**config.mk**
```make
export PLATFORM = sky130hd
export DESIGN_NAME = tick_scheduler
export DESIGN_NICKNAME = d
export VERILOG_FILES = /design/src/rtl/tick_sched_pkg.sv /design/src/rtl/tick_gen.sv /design/src/rtl/tick_scheduler.sv
export SDC_FILE = /design/constraint.sdc
export NUM_CORES = 1
export LEC_CHECK = 0
export ABC_AREA = 0
export ABC_CLOCK_PERIOD_IN_PS = 3110
export CAP_MARGIN = 20
export CORE_AREA = 2 2 61 120
export CTS_CLUSTER_DIAMETER = 50
export DETAILED_ROUTE_END_ITERATION = 8
export DIE_AREA = 0 0 63 122
export GPL_ROUTABILITY_DRIVEN = 0
export MAX_ROUTING_LAYER = met4
export PLACE_DENSITY = 0.72
export SLEW_MARGIN = 20
export SYNTH_ARGS = -nofsm -noshare
export SYNTH_HDL_FRONTEND = slang
export SYNTH_HIERARCHICAL = 1
export SYNTH_SLANG_ARGS = --single-unit
```
**constraint.sdc**
```tcl
create_clock -name clk -period 3.11 [get_ports clk]
set_clock_uncertainty 0.1 [all_clocks]
set_input_delay 0.4665 -clock clk [delete_from_list [all_inputs] [get_ports clk]]
set_output_delay 0.4665 -clock clk [all_outputs]
set_load 0.01 [all_outputs]
```
**src/rtl/tick_sched_pkg.sv**
```systemverilog
`default_nettype none
// ============================================================================
// Module      : tick_sched_pkg
// Description : Shared types and default constants for the tick scheduler.
// Revision    : 1.0 - initial release
// ============================================================================
package tick_sched_pkg;

    // Scheduler control states
    typedef enum logic [1:0] {
        IDLE  = 2'd0,
        COUNT = 2'd1,
        DONE  = 2'd2
    } state_t;

    // Default clock frequency in Hz
    localparam int c_CLK_FREQ = 12_000_000;
    // Default scheduler time-base rate in Hz
    localparam int c_TICK_HZ  = 1000;
    // Default width of a requester delay field
    localparam int c_CNT_W    = 16;

endpackage
`default_nettype wire

```
**src/rtl/tick_gen.sv**
```systemverilog
`default_nettype none
// ============================================================================
// Module      : tick_gen
// Description : Prescaler emitting a registered one-cycle tick every PERIOD
//               enabled cycles; the first tick lands PERIOD cycles after the
//               cycle in which clear was last asserted.
// Revision    : 1.0 - initial release
// ============================================================================
module tick_gen #(
    parameter int PERIOD = 10
) (
    input  logic clk,
    input  logic rst_n,
    input  logic clear,
    input  logic enable,
    output logic tick
);

    localparam int c_CNT_W = (PERIOD > 1) ? $clog2(PERIOD) : 1;
    localparam logic [c_CNT_W-1:0] c_LAST = c_CNT_W'(PERIOD - 1);
    localparam logic [c_CNT_W-1:0] c_ONE  = c_CNT_W'(1);

    // A period below one clock cannot be represented; refuse to elaborate.
    if (PERIOD < 1) begin : g_period_check
        $error("tick_gen: PERIOD must be at least 1");
    end

    logic [c_CNT_W-1:0] r_count;
    logic               r_tick;

    // Count 0..PERIOD-1 while enabled and register a tick on the wrap.
    always_ff @(posedge clk or negedge rst_n) begin
        if (!rst_n) begin
            r_count <= '0;
            r_tick  <= 1'b0;
        end else if (clear) begin
            r_count <= '0;
            r_tick  <= 1'b0;
        end else if (enable) begin
            if (r_count == c_LAST) begin
                r_count <= '0;
                r_tick  <= 1'b1;
            end else begin
                r_count <= r_count + c_ONE;
                r_tick  <= 1'b0;
            end
        end else begin
            r_tick <= 1'b0;
        end
    end

    assign tick = r_tick;

endmodule
`default_nettype wire

```
**src/rtl/tick_scheduler.sv**
```systemverilog
`default_nettype none
// ============================================================================
// Module      : tick_scheduler
// Description : Round-robin owner of one shared tick timer. An idle requester
//               is granted the timer, waits delay ticks, and receives a
//               one-cycle done pulse; dropping req while counting cancels.
// Revision    : 1.0 - initial release
// ============================================================================
module tick_scheduler
    import tick_sched_pkg::*;
#(
    parameter int CLK_FREQ = c_CLK_FREQ,
    parameter int TICK_HZ  = c_TICK_HZ,
    parameter int N_REQ    = 4,
    parameter int CNT_W    = c_CNT_W
) (
    input  logic                   clk,
    input  logic                   rst_n,
    input  logic [N_REQ-1:0]       req,
    input  logic [N_REQ*CNT_W-1:0] delay,
    output logic [N_REQ-1:0]       grant,
    output logic [N_REQ-1:0]       done,
    output logic                   busy
);

    localparam int c_PERIOD = CLK_FREQ / TICK_HZ;
    localparam int c_LW_W   = (N_REQ > 1) ? $clog2(N_REQ) : 1;
    localparam logic [c_LW_W-1:0] c_LAST_IDX = c_LW_W'(N_REQ - 1);
    localparam logic [CNT_W-1:0]  c_ONE      = CNT_W'(1);

    state_t              r_state,     w_state_nxt;
    logic [N_REQ-1:0]    r_grant,     w_grant_nxt;
    logic [N_REQ-1:0]    r_done,      w_done_nxt;
    logic                r_busy,      w_busy_nxt;
    logic [CNT_W-1:0]    r_remaining, w_remaining_nxt;
    logic [c_LW_W-1:0]   r_last,      w_last_nxt;

    logic [c_LW_W-1:0]   w_start;
    logic [c_LW_W-1:0]   w_winner;
    logic [c_LW_W-1:0]   w_hi_idx;
    logic [c_LW_W-1:0]   w_lo_idx;
    logic                w_hi_hit;
    logic [CNT_W-1:0]    w_sel_delay;
    logic                w_owner_req;
    logic                w_tick;
    logic                w_tick_clear;
    logic                w_tick_en;

    // The prescaler restarts from zero whenever no job is counting.
    assign w_tick_clear = (r_state != COUNT);
    assign w_tick_en    = (r_state == COUNT);

    tick_gen #(
        .PERIOD (c_PERIOD)
    ) u_tick_gen (
        .clk    (clk),
        .rst_n  (rst_n),
        .clear  (w_tick_clear),
        .enable (w_tick_en),
        .tick   (w_tick)
    );

    assign w_start     = (r_last == c_LAST_IDX) ? '0 : r_last + c_LW_W'(1);
    assign w_owner_req = |(req & r_grant);

    // Round-robin pick: lowest requester at or above start, else lowest overall.
    always_comb begin
        w_hi_idx = '0;
        w_lo_idx = '0;
        w_hi_hit = 1'b0;
        for (int i = N_REQ - 1; i >= 0; i--) begin
            if (req[i]) begin
                w_lo_idx = c_LW_W'(i);
                if (i >= int'(w_start)) begin
                    w_hi_idx = c_LW_W'(i);
                    w_hi_hit = 1'b1;
                end
            end
        end
        w_winner = w_hi_hit ? w_hi_idx : w_lo_idx;
    end

    // Select the delay field belonging to the arbitration winner.
    always_comb begin
        w_sel_delay = '0;
        for (int i = 0; i < N_REQ; i++) begin
            if (w_winner == c_LW_W'(i)) begin
                w_sel_delay = delay[i*CNT_W +: CNT_W];
            end
        end
    end

    // Next-state and next-output decode; cancel outranks the final tick.
    always_comb begin
        w_state_nxt     = r_state;
        w_grant_nxt     = r_grant;
        w_done_nxt      = '0;
        w_remaining_nxt = r_remaining;
        w_last_nxt      = r_last;
        unique case (r_state)
            IDLE: begin
                if (|req) begin
                    w_state_nxt           = COUNT;
                    w_grant_nxt           = '0;
                    w_grant_nxt[w_winner] = 1'b1;
                    w_remaining_nxt       = w_sel_delay;
                    w_last_nxt            = w_winner;
                end
            end
            COUNT: begin
                if (!w_owner_req) begin
                    w_state_nxt     = IDLE;
                    w_grant_nxt     = '0;
                    w_remaining_nxt = '0;
                end else if (r_remaining == '0) begin
                    w_state_nxt = DONE;
                    w_done_nxt  = r_grant;
                end else if (w_tick) begin
                    w_remaining_nxt = r_remaining - c_ONE;
                    if (r_remaining == c_ONE) begin
                        w_state_nxt = DONE;
                        w_done_nxt  = r_grant;
                    end
                end
            end
            DONE: begin
                w_state_nxt     = IDLE;
                w_grant_nxt     = '0;
                w_remaining_nxt = '0;
            end
            default: begin
                w_state_nxt     = IDLE;
                w_grant_nxt     = '0;
                w_remaining_nxt = '0;
            end
        endcase
        w_busy_nxt = (w_state_nxt != IDLE);
    end

    // State and output registers.
    always_ff @(posedge clk or negedge rst_n) begin
        if (!rst_n) begin
            r_state     <= IDLE;
            r_grant     <= '0;
            r_done      <= '0;
            r_busy      <= 1'b0;
            r_remaining <= '0;
            r_last      <= c_LAST_IDX;
        end else begin
            r_state     <= w_state_nxt;
            r_grant     <= w_grant_nxt;
            r_done      <= w_done_nxt;
            r_busy      <= w_busy_nxt;
            r_remaining <= w_remaining_nxt;
            r_last      <= w_last_nxt;
        end
    end

    assign grant = r_grant;
    assign done  = r_done;
    assign busy  = r_busy;

endmodule
`default_nettype wire

```
# ---- Word level (Yosys, flattened, before mapping)
# Cells that the tools add are included.
dict set report op_classes {
  eq_ne 12
  div_mod_pow 0
  magnitude_cmp 5
  muxes 50
  bitwise 1
  add_sub_neg 3
  shifts 0
  mul 0
  reduce_logical 11
}
# operator count
set ops {}
lappend ops {{16-bit 2-to-1 mux} 8}
lappend ops {{14-bit 2-to-1 mux} 3}
lappend ops {{2-bit 2-to-1 mux} 17}
lappend ops {{16-bit case mux with 2 select lines} 1}
lappend ops {{4-bit 2-to-1 mux} 7}
lappend ops {{16-bit by 1-bit equality test with 1-bit output, second input constant} 1}
lappend ops {{16-bit zero test} 1}
lappend ops {{16-bit by 1-bit subtractor with 16-bit output, second input constant} 1}
lappend ops {{14-bit by 1-bit adder with 14-bit output, second input constant} 1}
lappend ops {{14-bit equality test, second input constant} 1}
lappend ops {{1-bit 2-to-1 mux} 11}
lappend ops {{4-bit case mux with 2 select lines} 1}
lappend ops {{4-bit OR reduction} 2}
lappend ops {{2-bit equality test, second input constant} 3}
lappend ops {{3-bit inequality test, second input constant} 2}
lappend ops {{4-bit bitwise AND} 1}
lappend ops {{2-bit by 1-bit equality test with 1-bit output, second input constant} 2}
lappend ops {{1-bit by 2-bit >= comparator with 1-bit output, first input constant} 2}
lappend ops {{2-bit zero test} 2}
lappend ops {{2-bit inequality test, second input constant} 2}
lappend ops {{2-bit case mux with 2 select lines} 1}
lappend ops {{2-bit AND reduction} 2}
lappend ops {{2-bit nonzero test} 2}
lappend ops {{2-bit by 3-bit less-than comparator with 1-bit output, second input constant} 1}
lappend ops {{7 further kinds} 7}
dict set report totals {
  elab_cells 90
  romBits 0
  ram_bits 0
  input_bits 70
  latchBits 0
  reg_bits 44
  memories 0
}

# ---- Longest topological paths before layout
# Gate-level depths: netlist (run 1).
dict set report depth {
  depth_word 17
  ltp_mapped 10
  mapped_depth_nobuf 8
}

# ---- Hierarchy
# The synthesis (run 1) kept the hierarchy.
# module seq_area_each_um2 cells_each instances area_per_inst_um2
set by_module_without_submodules {}
lappend by_module_without_submodules {tick_scheduler 728.2 265 1 2155.8}
lappend by_module_without_submodules {tick_gen 375.4 80 1 799.5}

# ---- Worst setup path before layout (run 1)
# OpenSTA, ideal clock, no wires.
dict set report synth_timing {
  kind {register to register}
  start {register r_last[0]}
  end {register r_remaining[7]}
  path_slack_ns 0.609
  path_buffers 2
  arrival_time_ns 2.254
  period_less_slack_ns 2.501
  path_stages_with_launch 10
  cell_sequence {dfstp_2 -> inv_1 -> ha_1 -> o21bai_1 -> a221oi_1 -> clkbuf_1 -> clkbuf_1 -> nand3_1 -> o211ai_1 -> o311ai_0}
}
dict set report synth_via {
  elab_chain_len 17
  elab_cells_between_ends 29
  cone_classes {1 x add/sub; 3 x order compare; 4 x eq/ne; 20 x mux; 1 x reduce/logical}
}
# element line
set synth_lines {}
lappend synth_lines {{start, declared} tick_scheduler.sv:36} ;# logic [c_LW_W-1:0] r_last, w_last_nxt;
lappend synth_lines {{start signal, assigned} tick_scheduler.sv:148} ;# r_last <= c_LAST_IDX;
lappend synth_lines {{start signal, assigned} tick_scheduler.sv:155} ;# r_last <= w_last_nxt;
lappend synth_lines {{2-bit by 1-bit adder with 2-bit output / 2-bit equality test (equally long branches)} tick_scheduler.sv:63} ;# assign w_start = (r_last == c_LAST_IDX) ? '0 : r_last + c_LW_W'(1);
lappend synth_lines {{2-bit 2-to-1 mux (*)} tick_scheduler.sv:63}
lappend synth_lines {{2-bit >= comparator} tick_scheduler.sv:74} ;# if (i >= int'(w_start)) begin
lappend synth_lines {{2-bit 2-to-1 mux / 1-bit 2-to-1 mux (equally long branches)} tick_scheduler.sv:74}
lappend synth_lines {{2-bit 2-to-1 mux / 1-bit 2-to-1 mux (equally long branches)} tick_scheduler.sv:72} ;# if (req[i]) begin
lappend synth_lines {{2-bit 2-to-1 mux / 1-bit 2-to-1 mux (equally long branches)} tick_scheduler.sv:74}
lappend synth_lines {{2-bit 2-to-1 mux / 1-bit 2-to-1 mux (equally long branches)} tick_scheduler.sv:72}
lappend synth_lines {{2-bit 2-to-1 mux / 1-bit 2-to-1 mux (equally long branches)} tick_scheduler.sv:74}
lappend synth_lines {{2-bit 2-to-1 mux / 1-bit 2-to-1 mux (equally long branches)} tick_scheduler.sv:72}
lappend synth_lines {{2-bit 2-to-1 mux (*)} tick_scheduler.sv:80} ;# w_winner = w_hi_hit ? w_hi_idx : w_lo_idx;
lappend synth_lines {{2-bit zero test} tick_scheduler.sv:87} ;# if (w_winner == c_LW_W'(i)) begin
lappend synth_lines {{16-bit 2-to-1 mux (3 in series)} tick_scheduler.sv:87}
lappend synth_lines {{16-bit 2-to-1 mux (*)} tick_scheduler.sv:87}
lappend synth_lines {{16-bit 2-to-1 mux (*)} tick_scheduler.sv:102} ;# if (|req) begin
lappend synth_lines {{16-bit case mux with 2 select lines (*)} tick_scheduler.sv:100} ;# unique case (r_state)
lappend synth_lines {{end signal, assigned} tick_scheduler.sv:154} ;# r_remaining <= w_remaining_nxt;
lappend synth_lines {{end, declared} tick_scheduler.sv:35} ;# logic [CNT_W-1:0] r_remaining, w_remaining_nxt;
# Every way passes the cells marked *; elsewhere a longest branch is shown, timed or not. The select of a mux whose other input is x is not followed.
# A chain may end at the register's enable or synchronous reset.

# ---- Worst setup path after layout (run 1)
dict set report layout_timing {
  start {register r_last[0]}
  end {register r_remaining[11]}
}
# Same word-level chain as after synthesis.

==> impl_metrics.env, run 1 <==
export IMPL_status="complete, no violations"
export IMPL_met3_usage=0.0360
export IMPL_critPathBufInv=1
export IMPL_use_met1=0.271
export IMPL_yosysMostFrequentCell="nand2_1"
export IMPL_rsz0062_at_grt="no"
export IMPL_ir_drop_uv=586
export IMPL_synth_nets=422
export IMPL_synth_cell_types=59
export IMPL_path_cells="inv_1, ha_1, o21bai_1, a221o_1, and2_1, a211oi_1, a31oi_1, a221o_1"
export IMPL_cts_hold_buffers=0
export IMPL_cts_tree="yes"
export IMPL_switchingPower_uw=1340
export IMPL_grt_use_met2=0.394
export IMPL_rows=43
export IMPL_diodes=0
export IMPL_h_tree_depth=2
export IMPL_syn2layout_area_growth_pct=37.7
export IMPL_finalInstanceArea_sq_um=4070
export IMPL_comb_power_share=0.527
export IMPL_cp_arrival_ns=2.78
export IMPL_critPathMaxStageDelay_ns=0.56
export IMPL_place_area_sq_um=3890
export IMPL_hold_viol=0
export IMPL_critPathSlowestCell="a221o_1"
export IMPL_clock_latency_ns=0.28
export IMPL_synth_edf_count=0
export IMPL_period_minus_slack_ns=2.72
export IMPL_max_freq_ghz=0.368
export IMPL_die_w_um=63
export IMPL_synth_cells=345
export IMPL_wl_per_cell_um=16.2
export IMPL_reg2reg_from="r_last[0]$_DFFE_PN1P_"
export IMPL_hold_ws_ns=0.0811
export IMPL_cts_resized=0
export IMPL_synth_area_sq_um=2960
export IMPL_ant_nets=0
export IMPL_critPathLaunch="r_last[0]$_DFFE_PN1P_"
export IMPL_max_cap_violations=0
export IMPL_pwr_share_clk=0.192
export IMPL_crit_fanout=9
export IMPL_synth_top_cell_by_area="dfrtp_1"
export IMPL_synth_top_cell_area_share=0.356
export IMPL_ys_ff_latch=44
export IMPL_p_int_uw=1860
export IMPL_yosysWarnings=6
export IMPL_cts_buffers=5
export IMPL_coreArea_sq_um=6830
export IMPL_cp_end_kind="flip-flop"
export IMPL_dp_hpwl_um=6380
export IMPL_setup_violations=0
export IMPL_p_leak_uw=0.00168
export IMPL_async_flop_share=1.00
export IMPL_tightestPinTransition_ns=0.776
export IMPL_hp_class="in2async"
export IMPL_grt_pass1_wl_um=14300
export IMPL_cp_start_kind="flip-flop"
export IMPL_swShare=0.419
export IMPL_power_density_nw_per_um2=786
export IMPL_synth_common_cells="nand2_1, dfrtp_1, o21ai_0, nand3_1, nor2_1"
export IMPL_cts_root_buf="clkbuf_16"
export IMPL_totalWireLength_um=8400
export IMPL_antenna_found_initial=0
export IMPL_synth_top_flop_cell="dfrtp_1"
export IMPL_fill_cells=643
export IMPL_die_y_um=122
export IMPL_synth_area_leaders="dfrtp_1, nand2_1, mux2i_1"
export IMPL_drt_iter0_drc=200
export IMPL_worst_path_most_repeated_cell="a221o_1"
export IMPL_crit_required_ns=3.17
export IMPL_grt_pass1_vias=3185
export IMPL_final_max_slew_viol_count=0
export IMPL_finalPower_uw=3200
export IMPL_path_class="reg2reg"
export IMPL_dieArea_sq_um=7690
export IMPL_clkSlewWorstSetupHoldPaths_ns=0.06
export IMPL_track_usage=0.235
export IMPL_cts_setup_buffers=0
export IMPL_start_util=0.433
export IMPL_nets=504
export IMPL_routed_via_density=5.87
export IMPL_busiest_layer="met2"
export IMPL_vias=3039
export IMPL_fin_crit_sh=0.873
export IMPL_critPathTopFamily="compound AO/OA/AOI/OAI gates"
export IMPL_register_area_sq_um=1100
export IMPL_grt_overflow=0
export IMPL_first_pass_iters=5
export IMPL_slew_headroom=0.479
export IMPL_multi_input_area_sq_um=1770
export IMPL_avgSynthCellArea_sq_um=8.57
export IMPL_tns_ns=0
export IMPL_num_io_pins=79
export IMPL_grt_start_max_net_pins=45
export IMPL_pwr_share_seq=0.281
export IMPL_port_buffers=78
export IMPL_yosysSeqAreaShare=0.373
export IMPL_clk_path_buf_depth=2
export IMPL_drcViolationCount=0
export IMPL_drive_above_1_share=0.0888
export IMPL_cts_sinks=44
placed cells by master (no fill, tap or decap), types with 11 or more instances in the layout:
cell             synthesis  final
clkdlybuf4s50_1          0     77
nand2_1                 63     63
dfrtp_1                 42     42
o21ai_0                 21     20
nor2_1                  19     19
nand3_1                 19     19
nor3_1                  13     12
mux2i_1                 12     12
buf_4                    0     11
state kept, by name, summed over array words and instances (netlist names):
signal,cells
r_state,2
busy,1
r_last,2
u_tick_gen/tick,1
done,4
grant,4
r_remaining,16
u_tick_gen/r_count,14
final timing paths:
check / to / slack, ns / depth (start not counted)
setup / recovery: r_remaining[11]$_DFFE_PN0P_ / 0.39 / 8
hold / removal: r_remaining[7]$_DFFE_PN0P_ / 0.08 / 1
setup reg to reg: r_remaining[11]$_DFFE_PN0P_ / 0.39 / 8
hold reg to reg: r_last[1]$_DFFE_PN1P_ / 0.41 / 2
max in group asynchronous: r_last[1]$_DFFE_PN1P_ / 2.44 / 1
min in group clk: r_last[1]$_DFFE_PN1P_ / 0.41 / 2
power by group through the flow:
stage / combinational, uW / sequential [uW] / clock, uW
after floorplan: 1100 / 866 / 0
final: 1690 / 898 / 615
after global placement: 1610 / 895 / 0
after CTS: 1680 / 892 / 627
after detailed placement: 1670 / 900 / 0
after global routing: 1850 / 922 / 648
layout make-up:
type / instances / share of cell area
Timing Repair Buffer: 89 / 0.215
Multi-Input combinational cell: 277 / 0.434
Tap cell: 90 / 0.0277
Clock inverter: 2 / 0.00953
Sequential cell: 44 / 0.271
Clock buffer: 6 / 0.0341
Inverter: 10 / 0.00922
layer usage:
metal	part of all wire	vias up
met4	0.040	0
met3	0.053	27
met2	0.50	125
met1	0.40	1448
met5	0	-
li1	-	1439
worst reg2reg max path: cells and delay by family (launching register included):
| family | cells | cell delay (ns) |
|---|---|---|
| AO/OA/AOI/OAI | 5 | 1.35 |
| adder cells (fa/ha/maj) | 1 | 0.32 |
| buffers and inverters | 1 | 0.05 |
| flip-flops | 1 | 0.53 |
| AND/OR/NAND/NOR | 1 | 0.24 |
through the flow:
step | setup WS, ns | utilization | cells
5_1_grt | 0.225 | 0.596 | 518
2_1_floorplan | 0.609 | - | 345
3_3_place_gp | 0.374 | 0.569 | 510
3_5_place_dp | 0.243 | 0.569 | 510
4_1_cts | 0.415 | 0.595 | 518
6_report | 0.394 | 0.596 | 518
logic make-up (layout without fill, tap and decap cells):
kind of cell             count (synthesis)  count (layout)  synth area share
multiplexers                            16              16            0.0559
flip-flops                              44              44             0.373
adder cells (fa/ha/maj)                  7               7            0.0296
XOR/XNOR                                 8               8            0.0237
buffers and inverters                   24             107            0.0368
AO/OA/AOI/OAI                           89              89             0.213
AND/OR/NAND/NOR                        157             157             0.268
(Power assumes the default switching activity.)
==> inputs of run 2 (changes only) <==
Settings changed: CORE_AREA 2 2 61 120 to 5 5 64 123, DIE_AREA 0 0 63 122 to 0 0 69 128, REMOVE_ABC_BUFFERS set to 1.
==> impl_metrics.env, run 2 (same netlist as run 1, synthesis figures left out) <==
export IMPL_coreArea_sq_um=6890
export IMPL_totalWireLength_um=8550
export IMPL_tightestPinTransition_ns=0.907
export IMPL_p_leak_uw=0.00168
export IMPL_route_layer_met1_wl_um=2970
export IMPL_hp_class="in2async"
export IMPL_power_density_nw_per_um2=778
export IMPL_layout_commonest_cell="clkdlybuf4s50_1"
export IMPL_met3_wirelength_um=205
export IMPL_hold_viol=0
export IMPL_crit_required_ns=3.18
export IMPL_hold_ws_ns=0.0708
export IMPL_drive_above_1_share=0.0909
export IMPL_cts_sinks=44
export IMPL_slew_headroom=0.392
export IMPL_drt_iter0_drc=152
export IMPL_grt_overflow=0
export IMPL_cp_start_kind="flip-flop"
export IMPL_reg2reg_from="r_last[0]$_DFFE_PN1P_"
export IMPL_wl_per_cell_um=16.5
export IMPL_cp_arrival_ns=2.83
export IMPL_clkSlewWorstSetupHoldPaths_ns=0.06
export IMPL_tns_ns=0
export IMPL_final_cell_count_no_fill=519
export IMPL_vias=2962
export IMPL_grt_pass1_wl_um=13800
export IMPL_ir_drop_uv=362
export IMPL_largest_register_ffs=16
export IMPL_num_io_pins=79
export IMPL_place_ws_ns=0.153
export IMPL_fin_crit_sh=0.887
export IMPL_dp_hpwl_um=6620
export IMPL_cts_root_buf="clkbuf_16"
export IMPL_final_max_slew_viol_count=0
export IMPL_grt_pass1_vias=2991
export IMPL_routed_via_density=5.71
export IMPL_dieArea_sq_um=8830
export IMPL_rows=43
export IMPL_track_usage=0.201
export IMPL_ant_nets=0
export IMPL_wl_met2_um=5100
export IMPL_top_regs="r_remaining: 16 flops, u_tick_gen/r_count: 14 flops"
export IMPL_die_w_um=69
export IMPL_crit_fanout=15
export IMPL_topRoutingLayerUsed="met4"
export IMPL_start_util=0.429
export IMPL_antenna_found_initial=0
export IMPL_cts_resized=0
export IMPL_first_pass_iters=4
export IMPL_cts_hold_buffers=0
export IMPL_finalPower_uw=3170
export IMPL_setup_violations=0
export IMPL_top_register="r_remaining"
export IMPL_port_buffers=78
export IMPL_cp_end_kind="flip-flop"
export IMPL_rsz0062_at_grt="no"
export IMPL_final_cell_mix="clkdlybuf4s50_1, nand2_1, dfrtp_1"
export IMPL_placed_cells_incl_taps=511
export IMPL_syn2layout_area_growth_pct=38.0
export IMPL_cts_buffers=5
export IMPL_cts_setup_buffers=0
export IMPL_clk_path_buf_depth=2
export IMPL_die_y_um=128
export IMPL_diodes=0
export IMPL_cts_tree="yes"
export IMPL_clock_latency_ns=0.29
export IMPL_critPathLaunch="r_last[0]$_DFFE_PN1P_"
export IMPL_status="complete, no violations"
export IMPL_drcViolationCount=0
export IMPL_grt_start_max_net_pins=45
export IMPL_period_minus_slack_ns=2.76
export IMPL_nets=505
export IMPL_layout_setup_ws_ns=0.350
export IMPL_max_freq_ghz=0.362
export IMPL_path_class="reg2reg"
export IMPL_max_cap_violations=0
export IMPL_h_tree_depth=2
run 2: layout make-up:
class                           instances  area [sq um]
Fill cell                             670          2810
Multi-Input combinational cell        277          1770
Sequential cell                        44          1100
Timing Repair Buffer                   90           881
Clock buffer                            6           139
Tap cell                               90           113
Clock inverter                          2          38.8
Inverter                               10          37.5
run 2: report_power, final:
| group | total, uW | switching (uW) | internal, uW | leakage (uW) |
|---|---|---|---|---|
| logic | 1650 | 935 | 714 | 0.00101 |
| registers | 895 | 161 | 735 | 0.000580 |
| clock network | 627 | 224 | 402 | 0.0000871 |
| total | 3170 | 1320 | 1850 | 0.00168 |
run 2: critical path: stages (launching register included):
cell	delay, ns
dfstp_2	0.54
inv_1	0.05
ha_1	0.32
o21bai_1	0.13
a221o_1	0.61
and2_1	0.27
a211oi_1	0.18
a31oi_1	0.07
a221o_1	0.36
run 2: final timing paths:
path / end / slack (ns) / depth (start not counted)
max in group asynchronous: r_remaining[11]$_DFFE_PN0P_ / 2.45 / 1
min reg2reg: r_last[1]$_DFFE_PN1P_ / 0.40 / 2
max: r_remaining[11]$_DFFE_PN0P_ / 0.35 / 8
max reg2reg: r_remaining[11]$_DFFE_PN0P_ / 0.35 / 8
min in group clk: r_last[1]$_DFFE_PN1P_ / 0.40 / 2
min: done[0]$_DFF_PN0_ / 0.07 / 1
run 2: per-stage QoR:
stage	util	instance area [sq um]
after floorplan	-	2880
after global placement	0.566	3900
after detailed placement	0.566	3900
after CTS	0.592	4080
after global routing	0.592	4080
final	0.592	4080
run 2: layer usage:
layer | track usage | vias up
met5 | - | -
met4 | 0.0978 | 0
met3 | 0.0243 | 21
met2 | 0.401 | 54
met1 | 0.181 | 1444
li1 | - | 1443
